$ cat config.mk
export PLATFORM = sky130hd
export DESIGN_NAME = multicycle_control_flat
export DESIGN_NICKNAME = d
export VERILOG_FILES = /design/src/rtl/mips_pkg.sv /design/src/rtl/multicycle_control_if.sv /design/src/rtl/multicycle_control_mem_wait_watchdog.sv /design/src/rtl/multicycle_control.sv /design/src/flat_wrapper.sv
export SDC_FILE = /design/constraint.sdc
export NUM_CORES = 1
export LEC_CHECK = 0
export CAP_MARGIN = 0
export CORE_MARGIN = 4
export CORE_UTILIZATION = 58
export CTS_BUF_LIST = sky130_fd_sc_hd__clkbuf_8
export CTS_CLUSTER_DIAMETER = 60
export CTS_CLUSTER_SIZE = 10
export DETAILED_ROUTE_END_ITERATION = 10
export MAX_ROUTING_LAYER = met4
export PLACE_DENSITY = 0.88
export SYNTH_ARGS = -nofsm -noshare
export SYNTH_HDL_FRONTEND = slang
export SYNTH_SLANG_ARGS = --single-unit
$ cat constraint.sdc
create_clock -name clk -period 3.75 [get_ports clk]
set_input_delay 0.9375 -clock clk [delete_from_list [all_inputs] [get_ports clk]]
set_output_delay 0.9375 -clock clk [all_outputs]
set_load 0.01 [all_outputs]
$ cat src/rtl/mips_pkg.sv
// Shared definitions for the multi-cycle MIPS control path: sequencer states,
// opcodes, ALU operation codes, datapath mux selects, and the per-state
// control word.
package mips_pkg;

  typedef enum logic [3:0] {
    S_IDLE,
    S_FETCH,
    S_DECODE,
    S_MEM_ADDR,
    S_MEM_READ,
    S_MEM_WB,
    S_MEM_WRITE,
    S_EXEC_R,
    S_WB_R,
    S_EXEC_I,
    S_WB_I,
    S_BRANCH,
    S_JUMP,
    S_JAL,
    S_HALT
  } state_t;

  // Opcodes (IR[31:26])
  localparam logic [5:0] OP_RTYPE = 6'b000000;
  localparam logic [5:0] OP_J     = 6'b000010;
  localparam logic [5:0] OP_JAL   = 6'b000011;
  localparam logic [5:0] OP_BEQ   = 6'b000100;
  localparam logic [5:0] OP_BNE   = 6'b000101;
  localparam logic [5:0] OP_ADDI  = 6'b001000;
  localparam logic [5:0] OP_ADDIU = 6'b001001;
  localparam logic [5:0] OP_SLTI  = 6'b001010;
  localparam logic [5:0] OP_SLTIU = 6'b001011;
  localparam logic [5:0] OP_ANDI  = 6'b001100;
  localparam logic [5:0] OP_ORI   = 6'b001101;
  localparam logic [5:0] OP_XORI  = 6'b001110;
  localparam logic [5:0] OP_LB    = 6'b100000;
  localparam logic [5:0] OP_LW    = 6'b100011;
  localparam logic [5:0] OP_SB    = 6'b101000;
  localparam logic [5:0] OP_SW    = 6'b101011;

  // ALU operation, same encoding as alu_control
  localparam logic [2:0] ALU_ADD     = 3'b000;
  localparam logic [2:0] ALU_SUB     = 3'b001;
  localparam logic [2:0] ALU_AND     = 3'b010;
  localparam logic [2:0] ALU_OR      = 3'b011;
  localparam logic [2:0] ALU_XOR     = 3'b100;
  localparam logic [2:0] ALU_SUB_NOT = 3'b101;
  localparam logic [2:0] ALU_FUNCT   = 3'b111;

  // Datapath mux selects
  localparam logic [1:0] REG_DST_RT    = 2'b00;
  localparam logic [1:0] REG_DST_RD    = 2'b01;
  localparam logic [1:0] REG_DST_RA    = 2'b10;
  localparam logic [1:0] M2R_ALUOUT    = 2'b00;
  localparam logic [1:0] M2R_MDR       = 2'b01;
  localparam logic [1:0] M2R_PC        = 2'b10;
  localparam logic [1:0] SRCB_REG      = 2'b00;
  localparam logic [1:0] SRCB_FOUR     = 2'b01;
  localparam logic [1:0] SRCB_IMM      = 2'b10;
  localparam logic [1:0] SRCB_IMM_SL2  = 2'b11;
  localparam logic [1:0] PCSRC_ALU     = 2'b00;
  localparam logic [1:0] PCSRC_ALUOUT  = 2'b01;
  localparam logic [1:0] PCSRC_JUMP    = 2'b10;

  // Outputs that depend only on the state (and the latched opcode)
  typedef struct packed {
    logic       pc_write;
    logic       pc_write_cond;
    logic       i_or_d;
    logic       mem_read;
    logic       mem_write;
    logic [1:0] reg_dst;
    logic [1:0] mem_to_reg;
    logic       reg_write;
    logic       alu_src_a;
    logic [1:0] alu_src_b;
    logic [2:0] alu_op;
    logic [1:0] pc_source;
    logic       instr_done;
    logic       bus_error;
  } ctrl_t;

  // ALU operation for the immediate arithmetic/logic group
  function automatic logic [2:0] imm_alu_op(input logic [5:0] op);
    case (op)
      OP_SLTI, OP_SLTIU: return ALU_SUB;
      OP_ANDI:           return ALU_AND;
      OP_ORI:            return ALU_OR;
      OP_XORI:           return ALU_XOR;
      default:           return ALU_ADD;
    endcase
  endfunction

  // Control word for a given state; anything not named stays 0
  function automatic ctrl_t state_ctrl(input state_t s, input logic [5:0] op);
    ctrl_t c;
    c = '0;
    case (s)
      S_FETCH: begin
        c.mem_read  = 1'b1;
        c.alu_src_b = SRCB_FOUR;
      end
      S_DECODE:    c.alu_src_b = SRCB_IMM_SL2;
      S_EXEC_R: begin
        c.alu_src_a = 1'b1;
        c.alu_op    = ALU_FUNCT;
      end
      S_WB_R: begin
        c.reg_write  = 1'b1;
        c.reg_dst    = REG_DST_RD;
        c.instr_done = 1'b1;
      end
      S_EXEC_I: begin
        c.alu_src_a = 1'b1;
        c.alu_src_b = SRCB_IMM;
        c.alu_op    = imm_alu_op(op);
      end
      S_WB_I, S_MEM_WB: begin
        c.reg_write  = 1'b1;
        c.mem_to_reg = (s == S_MEM_WB) ? M2R_MDR : M2R_ALUOUT;
        c.instr_done = 1'b1;
      end
      S_MEM_ADDR: begin
        c.alu_src_a = 1'b1;
        c.alu_src_b = SRCB_IMM;
      end
      S_MEM_READ: begin
        c.mem_read = 1'b1;
        c.i_or_d   = 1'b1;
      end
      S_MEM_WRITE: begin
        c.mem_write = 1'b1;
        c.i_or_d    = 1'b1;
      end
      S_BRANCH: begin
        c.alu_src_a     = 1'b1;
        c.pc_write_cond = 1'b1;
        c.pc_source     = PCSRC_ALUOUT;
        c.alu_op        = (op == OP_BNE) ? ALU_SUB_NOT : ALU_SUB;
        c.instr_done    = 1'b1;
      end
      S_JUMP, S_JAL: begin
        c.pc_write   = 1'b1;
        c.pc_source  = PCSRC_JUMP;
        c.instr_done = 1'b1;
        if (s == S_JAL) begin
          c.reg_write  = 1'b1;
          c.reg_dst    = REG_DST_RA;
          c.mem_to_reg = M2R_PC;
        end
      end
      S_HALT:  c.bus_error = 1'b1;
      default: c = '0;
    endcase
    return c;
  endfunction

endpackage

$ cat src/rtl/multicycle_control_if.sv
// Control bus between the multi-cycle sequencer and the MIPS datapath.
// master = sequencer side, slave = datapath side.
interface multicycle_control_if;
  logic       run;
  logic [5:0] opcode;
  logic       mem_ready;
  logic       pc_write;
  logic       pc_write_cond;
  logic       i_or_d;
  logic       mem_read;
  logic       mem_write;
  logic       ir_write;
  logic [1:0] reg_dst;
  logic [1:0] mem_to_reg;
  logic       reg_write;
  logic       alu_src_a;
  logic [1:0] alu_src_b;
  logic [2:0] alu_op;
  logic [1:0] pc_source;
  logic       instr_done;
  logic       illegal_op;
  logic       bus_error;

  modport master (
    input  run, opcode, mem_ready,
    output pc_write, pc_write_cond, i_or_d, mem_read, mem_write, ir_write,
           reg_dst, mem_to_reg, reg_write, alu_src_a, alu_src_b, alu_op,
           pc_source, instr_done, illegal_op, bus_error
  );

  modport slave (
    output run, opcode, mem_ready,
    input  pc_write, pc_write_cond, i_or_d, mem_read, mem_write, ir_write,
           reg_dst, mem_to_reg, reg_write, alu_src_a, alu_src_b, alu_op,
           pc_source, instr_done, illegal_op, bus_error
  );
endinterface

$ cat src/rtl/multicycle_control_mem_wait_watchdog.sv
// Memory wait watchdog: counts cycles spent waiting for mem_ready in a
// memory state and flags a timeout when the wait would reach TIMEOUT_CYCLES.
module mem_wait_watchdog #(
  parameter int TIMEOUT_CYCLES = 15,
  parameter int CNT_W          = 4
) (
  input  logic clk,
  input  logic rst_n,
  input  logic active_i,     // sequencer is in a memory-wait state
  input  logic clear_i,      // sequencer changes state this cycle
  input  logic mem_ready_i,
  output logic timeout_o
);
  // cnt_q holds the number of unanswered cycles already spent in the state;
  // this cycle is the last allowed one when cnt_q == TIMEOUT_CYCLES-1.
  localparam logic [CNT_W-1:0] LAST = CNT_W'(TIMEOUT_CYCLES - 1);

  logic [CNT_W-1:0] cnt_q, cnt_d;

  // Next count: restart on every state change, advance on each unanswered cycle
  always_comb begin
    cnt_d = cnt_q;
    if (clear_i) begin
      cnt_d = '0;
    end else if (active_i && !mem_ready_i && cnt_q != LAST) begin
      cnt_d = cnt_q + CNT_W'(1);
    end
  end

  // Wait counter register
  always_ff @(posedge clk or negedge rst_n) begin
    if (!rst_n) begin
      cnt_q <= '0;
    end else begin
      cnt_q <= cnt_d;
    end
  end

  // A ready on the final cycle still wins over the timeout
  assign timeout_o = active_i && !mem_ready_i && (cnt_q == LAST);

endmodule

$ cat src/rtl/multicycle_control.sv
// Multi-cycle MIPS sequencer. State-only outputs are registered from the
// next state; ir_write/pc_write in FETCH, the store completion pulse and
// illegal_op are qualified combinationally by mem_ready / opcode.
module multicycle_control
  import mips_pkg::*;
#(
  parameter int TIMEOUT_CYCLES = 15,
  parameter int CNT_W          = 4
) (
  input logic                  clk,
  input logic                  rst_n,
  multicycle_control_if.master bus
);

  state_t state_q, state_d;
  state_t done_next;
  ctrl_t  ctrl_q;
  logic   illegal;
  logic   timeout;
  logic   wait_state;
  logic   fetch_ack;
  logic   store_ack;

  // After an instruction completes, run decides between fetching and idling
  assign done_next  = bus.run ? S_FETCH : S_IDLE;
  assign wait_state = (state_q == S_FETCH) || (state_q == S_MEM_READ) ||
                      (state_q == S_MEM_WRITE);

  // Next-state selection
  always_comb begin
    state_d = state_q;
    illegal = 1'b0;
    case (state_q)
      S_IDLE:      if (bus.run) state_d = S_FETCH;
      S_FETCH: begin
        if (bus.mem_ready)  state_d = S_DECODE;
        else if (timeout)   state_d = S_HALT;
      end
      S_DECODE: begin
        case (bus.opcode)
          OP_RTYPE:                     state_d = S_EXEC_R;
          OP_LB, OP_LW, OP_SB, OP_SW:   state_d = S_MEM_ADDR;
          OP_BEQ, OP_BNE:               state_d = S_BRANCH;
          OP_J:                         state_d = S_JUMP;
          OP_JAL:                       state_d = S_JAL;
          OP_ADDI, OP_ADDIU, OP_SLTI, OP_SLTIU,
          OP_ANDI, OP_ORI, OP_XORI:     state_d = S_EXEC_I;
          default: begin
            illegal = 1'b1;
            state_d = done_next;
          end
        endcase
      end
      S_EXEC_R:    state_d = S_WB_R;
      S_EXEC_I:    state_d = S_WB_I;
      // Loads are 100xxx, stores 101xxx
      S_MEM_ADDR:  state_d = bus.opcode[3] ? S_MEM_WRITE : S_MEM_READ;
      S_MEM_READ: begin
        if (bus.mem_ready)  state_d = S_MEM_WB;
        else if (timeout)   state_d = S_HALT;
      end
      S_MEM_WRITE: begin
        if (bus.mem_ready)  state_d = done_next;
        else if (timeout)   state_d = S_HALT;
      end
      S_WB_R, S_WB_I, S_MEM_WB, S_BRANCH, S_JUMP, S_JAL: state_d = done_next;
      S_HALT:      state_d = S_HALT;
      default:     state_d = S_IDLE;
    endcase
  end

  mem_wait_watchdog #(
    .TIMEOUT_CYCLES (TIMEOUT_CYCLES),
    .CNT_W          (CNT_W)
  ) u_watchdog (
    .clk         (clk),
    .rst_n       (rst_n),
    .active_i    (wait_state),
    .clear_i     (state_d != state_q),
    .mem_ready_i (bus.mem_ready),
    .timeout_o   (timeout)
  );

  // State register with the state-only control word registered alongside it
  always_ff @(posedge clk or negedge rst_n) begin
    if (!rst_n) begin
      state_q <= S_IDLE;
      ctrl_q  <= '0;
    end else begin
      state_q <= state_d;
      ctrl_q  <= state_ctrl(state_d, bus.opcode);
    end
  end

  assign fetch_ack = (state_q == S_FETCH) && bus.mem_ready;
  assign store_ack = (state_q == S_MEM_WRITE) && bus.mem_ready;

  assign bus.pc_write      = ctrl_q.pc_write | fetch_ack;
  assign bus.ir_write      = fetch_ack;
  assign bus.pc_write_cond = ctrl_q.pc_write_cond;
  assign bus.i_or_d        = ctrl_q.i_or_d;
  assign bus.mem_read      = ctrl_q.mem_read;
  assign bus.mem_write     = ctrl_q.mem_write;
  assign bus.reg_dst       = ctrl_q.reg_dst;
  assign bus.mem_to_reg    = ctrl_q.mem_to_reg;
  assign bus.reg_write     = ctrl_q.reg_write;
  assign bus.alu_src_a     = ctrl_q.alu_src_a;
  assign bus.alu_src_b     = ctrl_q.alu_src_b;
  assign bus.alu_op        = ctrl_q.alu_op;
  assign bus.pc_source     = ctrl_q.pc_source;
  assign bus.instr_done    = ctrl_q.instr_done | store_ack | illegal;
  assign bus.illegal_op    = illegal;
  assign bus.bus_error     = ctrl_q.bus_error;

endmodule

$ cat src/flat_wrapper.sv
// flat-port wrapper written by rule: the top's interface ports become plain ports
module multicycle_control_flat import mips_pkg::*;
#(
  parameter int TIMEOUT_CYCLES = 15,
  parameter int CNT_W          = 4
)
  (clk, rst_n, bus_run, bus_opcode, bus_mem_ready, bus_pc_write, bus_pc_write_cond, bus_i_or_d, bus_mem_read, bus_mem_write, bus_ir_write, bus_reg_dst, bus_mem_to_reg, bus_reg_write, bus_alu_src_a, bus_alu_src_b, bus_alu_op, bus_pc_source, bus_instr_done, bus_illegal_op, bus_bus_error);
  multicycle_control_if bus_i ();
  input logic clk;
  input logic rst_n;
  input wire logic [$bits(bus_i.run)-1:0] bus_run;
  input wire logic [$bits(bus_i.opcode)-1:0] bus_opcode;
  input wire logic [$bits(bus_i.mem_ready)-1:0] bus_mem_ready;
  output wire logic [$bits(bus_i.pc_write)-1:0] bus_pc_write;
  output wire logic [$bits(bus_i.pc_write_cond)-1:0] bus_pc_write_cond;
  output wire logic [$bits(bus_i.i_or_d)-1:0] bus_i_or_d;
  output wire logic [$bits(bus_i.mem_read)-1:0] bus_mem_read;
  output wire logic [$bits(bus_i.mem_write)-1:0] bus_mem_write;
  output wire logic [$bits(bus_i.ir_write)-1:0] bus_ir_write;
  output wire logic [$bits(bus_i.reg_dst)-1:0] bus_reg_dst;
  output wire logic [$bits(bus_i.mem_to_reg)-1:0] bus_mem_to_reg;
  output wire logic [$bits(bus_i.reg_write)-1:0] bus_reg_write;
  output wire logic [$bits(bus_i.alu_src_a)-1:0] bus_alu_src_a;
  output wire logic [$bits(bus_i.alu_src_b)-1:0] bus_alu_src_b;
  output wire logic [$bits(bus_i.alu_op)-1:0] bus_alu_op;
  output wire logic [$bits(bus_i.pc_source)-1:0] bus_pc_source;
  output wire logic [$bits(bus_i.instr_done)-1:0] bus_instr_done;
  output wire logic [$bits(bus_i.illegal_op)-1:0] bus_illegal_op;
  output wire logic [$bits(bus_i.bus_error)-1:0] bus_bus_error;
  assign bus_i.run = bus_run;
  assign bus_i.opcode = bus_opcode;
  assign bus_i.mem_ready = bus_mem_ready;
  assign bus_pc_write = bus_i.pc_write;
  assign bus_pc_write_cond = bus_i.pc_write_cond;
  assign bus_i_or_d = bus_i.i_or_d;
  assign bus_mem_read = bus_i.mem_read;
  assign bus_mem_write = bus_i.mem_write;
  assign bus_ir_write = bus_i.ir_write;
  assign bus_reg_dst = bus_i.reg_dst;
  assign bus_mem_to_reg = bus_i.mem_to_reg;
  assign bus_reg_write = bus_i.reg_write;
  assign bus_alu_src_a = bus_i.alu_src_a;
  assign bus_alu_src_b = bus_i.alu_src_b;
  assign bus_alu_op = bus_i.alu_op;
  assign bus_pc_source = bus_i.pc_source;
  assign bus_instr_done = bus_i.instr_done;
  assign bus_illegal_op = bus_i.illegal_op;
  assign bus_bus_error = bus_i.bus_error;
  multicycle_control #(.TIMEOUT_CYCLES(TIMEOUT_CYCLES), .CNT_W(CNT_W)) u_core (.clk(clk), .rst_n(rst_n), .bus(bus_i));
endmodule
==> results.sh <==
export IMPL_status="completed"
export IMPL_syn_avg_cell_area_um2=9.339
export IMPL_viasPerCell=6.303
export IMPL_cts_setup_buffers=0
export IMPL_coreArea_um2=2781
export IMPL_grt_pass1_wl_um=6831
export IMPL_reg2regPathDepth=5
export IMPL_tightest_slew_ns=0.8915
export IMPL_setup_viol=0
export IMPL_die_area_um2=3842
export IMPL_cp_start_kind="primary input"
export IMPL_gp_routability_congestion=0.8683
export IMPL_power_leakage_nw=0.9540
export IMPL_syn2layout_area_growth_pct=23.32
export IMPL_drive_gt1_share_pct=19.05
export IMPL_cp_cell_sequence="clkdlybuf4s50_1, buf_4, nand3b_1, o31ai_2, nor2_1, o21a_1, or3_1, dlygate4sd2_1"
export IMPL_cp_required_ns=2.81
export IMPL_cts_sinks=27
export IMPL_seq_area_um2=675.6
export IMPL_grt_pass1_vias=1491
export IMPL_clk_latency_ns=0.28
export IMPL_ys_seq_area_share_pct=39.97
export IMPL_fillers=206
export IMPL_wl_met1_um=1753
export IMPL_cp_depth=8
export IMPL_hpwl_um=3162
export IMPL_cts_max_level=1
export IMPL_drtAntennaViolNets=0
export IMPL_slew_headroom_pct=39.82
export IMPL_power_density_nw_per_um2=577.8
export IMPL_drt_initial_drc_count=74
export IMPL_cts_root_buf="clkbuf_8"
export IMPL_io_buffer_count=31
export IMPL_synth_seq_cells=27
export IMPL_arrival_ns=2.75
export IMPL_maxCapViolCount=0
export IMPL_finalMaxSlewViolations=0
export IMPL_fin_crit_sh_pct=98.35
export IMPL_die_w_um=61.99
export IMPL_async_flop_share_pct=100.0
export IMPL_multi_input_area_um2=855.8
export IMPL_holdPathStages=2
export IMPL_drc=0
export IMPL_vias=1519
export IMPL_cts_made_buffers=3
export IMPL_detail_route_first_pass_iterations=4
export IMPL_gr_total_overflow=0
export IMPL_finClkSkew_ns=0.01006
export IMPL_setup_ws_ns=0.06178
export IMPL_synth_edf_count=0
export IMPL_cpPeakStageDelay_ns=0.50
export IMPL_nets=223
export IMPL_slowest_stage="clkdlybuf4s50_1"
export IMPL_routed_wl_um=4224
export IMPL_antenna_found_initial=0
export IMPL_syn_nets=193
export IMPL_critPathBufInv=3
export IMPL_final_hold_viol_count=0
export IMPL_grt_max_degree=28
export IMPL_io_pins=32
export IMPL_wl_met2_um=2158
export IMPL_critPathKind="in2out"
export IMPL_worstSetupEndpointType="output pin"
export IMPL_avgRoutedWirePerCell_um=17.53
export IMPL_cts_hold_buf=0
export IMPL_fmax_ghz=0.2711
export IMPL_grt_util_all_layers_pct=24.62
export IMPL_start_util_pct=60.77
export IMPL_place_area_um2=2023
export IMPL_diodes=0
export IMPL_cpLargestDelayFamily="buffers and inverters"
export IMPL_die_h_um=61.99
export IMPL_fin_crit_ns=3.688
export IMPL_rows=19
export IMPL_critPathMaxFanout=6
export IMPL_netlist_area_um2=1690
export IMPL_place_ws_ns=-0.2204
export IMPL_synth_flop_cell="dfrtp_1"
export IMPL_synth_cell_type_count=56
export IMPL_finalSetupTns_ns=0
export IMPL_hold_ws_ns=0.6208
export IMPL_path_clk_slew_ns=0.09
export IMPL_hold_class="reg2reg"
export IMPL_clockBufferDepth=2
export IMPL_vdd_ir_drop_max_mv=0.4636
export IMPL_final_area_um2=2085
export IMPL_synth_cells=181
export IMPL_yosysWarnings=0
export IMPL_highest_layer="met4"
export IMPL_met3WireLength_um=226
export IMPL_cts_tree="yes"
-- worst paths after layout --
kind	start	to	slack (ns)
setup / recovery	bus_opcode[1]	bus_instr_done	0.06
hold / removal	u_core.u_watchdog.cnt_q[0]	u_core.u_watchdog.cnt_q[0]	0.62
setup reg to reg	u_core.state_q[0]	u_core.u_watchdog.cnt_q[3]	1.29
hold reg to reg	u_core.u_watchdog.cnt_q[0]	u_core.u_watchdog.cnt_q[0]	0.62
max in group asynchronous	rst_n	u_core.bus.mem_to_reg[0]	2.48
min in group asynchronous	rst_n	u_core.state_q[3]	1.02
-- layer usage --
| layer | vias up | track usage, % |
|---|---|---|
| li1 | 696 | - |
| met1 | 740 | 31.44 |
| met2 | 75 | 39.79 |
| met3 | 8 | 2.479 |
| met4 | 0 | 10.00 |
| met5 | - | - |
-- power by group --
part / total, mW / internal [mW] / switching [mW]
sequential: 0.401 / 0.345 / 0.0558
clock: 0.169 / 0.0755 / 0.0931
combinational: 0.635 / 0.280 / 0.355
total: 1.20 / 0.701 / 0.504
-- worst min-delay path: stages (launching register included) --
cell     delay, ns
dfrtp_1       0.42
xnor2_1       0.13
nor4_1        0.04
-- cells in the mapped netlist, types with 2 or more instances --
library cell / n / area (µm²)
buf_2: 4 / 20.02
nor3b_1: 3 / 22.52
a31oi_1: 3 / 18.77
xor2_1: 4 / 35.03
o22ai_1: 2 / 12.51
nand2b_1: 5 / 31.28
inv_1: 9 / 33.78
o21ai_0: 6 / 30.03
clkbuf_1: 5 / 18.77
inv_2: 2 / 7.510
nand2_2: 2 / 12.51
a21oi_1: 10 / 50.05
xnor2_1: 2 / 17.52
buf_4: 11 / 82.58
a211o_1: 2 / 17.52
or2_2: 2 / 12.51
and3b_1: 2 / 17.52
mux2i_1: 2 / 20.02
nor3_1: 6 / 30.03
o21a_1: 3 / 22.52
nor4_1: 4 / 25.02
nor2_1: 19 / 71.32
nand3b_1: 2 / 15.01
nand3_1: 4 / 20.02
nand2_1: 6 / 22.52
nor2b_1: 4 / 25.02
ha_1: 2 / 25.02
dfrtp_1: 27 / 675.7
-- cell families after synthesis --
group	synth area share (%)
AOI/OAI and AO/OA	19.76
DFF	39.97
xor gates and xnor gates	3.109
buffers and inverters	9.919
muxes	1.850
adders and majority gates	1.480
and+or+nand+nor	23.91
-- layout by cell type, fill, tap and decap left out, drive strengths merged, types with 2 or more instances in the layout --
master,count
mux2i,2
dlymetal6s2s,2
nand2,8
nor4,5
o22ai,2
nand3b,2
a2111oi,2
or3b,2
dfrtp,27
and3b,2
xor2,4
o21ai,6
nor3b,3
inv,11
nor2,20
clkdlybuf4s50,28
a21oi,10
nor3,6
xnor2,2
or2,2
nor2b,4
clkbuf,3
nand2b,5
ha,2
buf,14
a211o,2
a31oi,3
nand3,5
o21a,3
-- metrics by stage --
stage / utilization, % / power [mW] / instances
2_1_floorplan: - / 0.8301 / 181
3_3_place_gp: 72.74 / 1.006 / 237
3_5_place_dp: 72.74 / 1.031 / 237
4_1_cts: 74.58 / 1.197 / 241
5_1_grt: 74.94 / 1.282 / 241
6_report: 74.94 / 1.205 / 241
-- what timing repair did --
action,in CTS,in global routing
pin swaps,0,0
gates resized for setup,2,3
endpoints found under the setup margin,1,2
-- layout make-up --
type	instances	area share, %
clock buffer	3	1.981
clock inverter	1	0.3601
inverter	12	2.221
multi-input combinational	122	41.06
sequential	27	32.41
tap	31	1.861
timing repair buffer	45	20.11
Note: power is estimated with default switching activity, not from simulation.
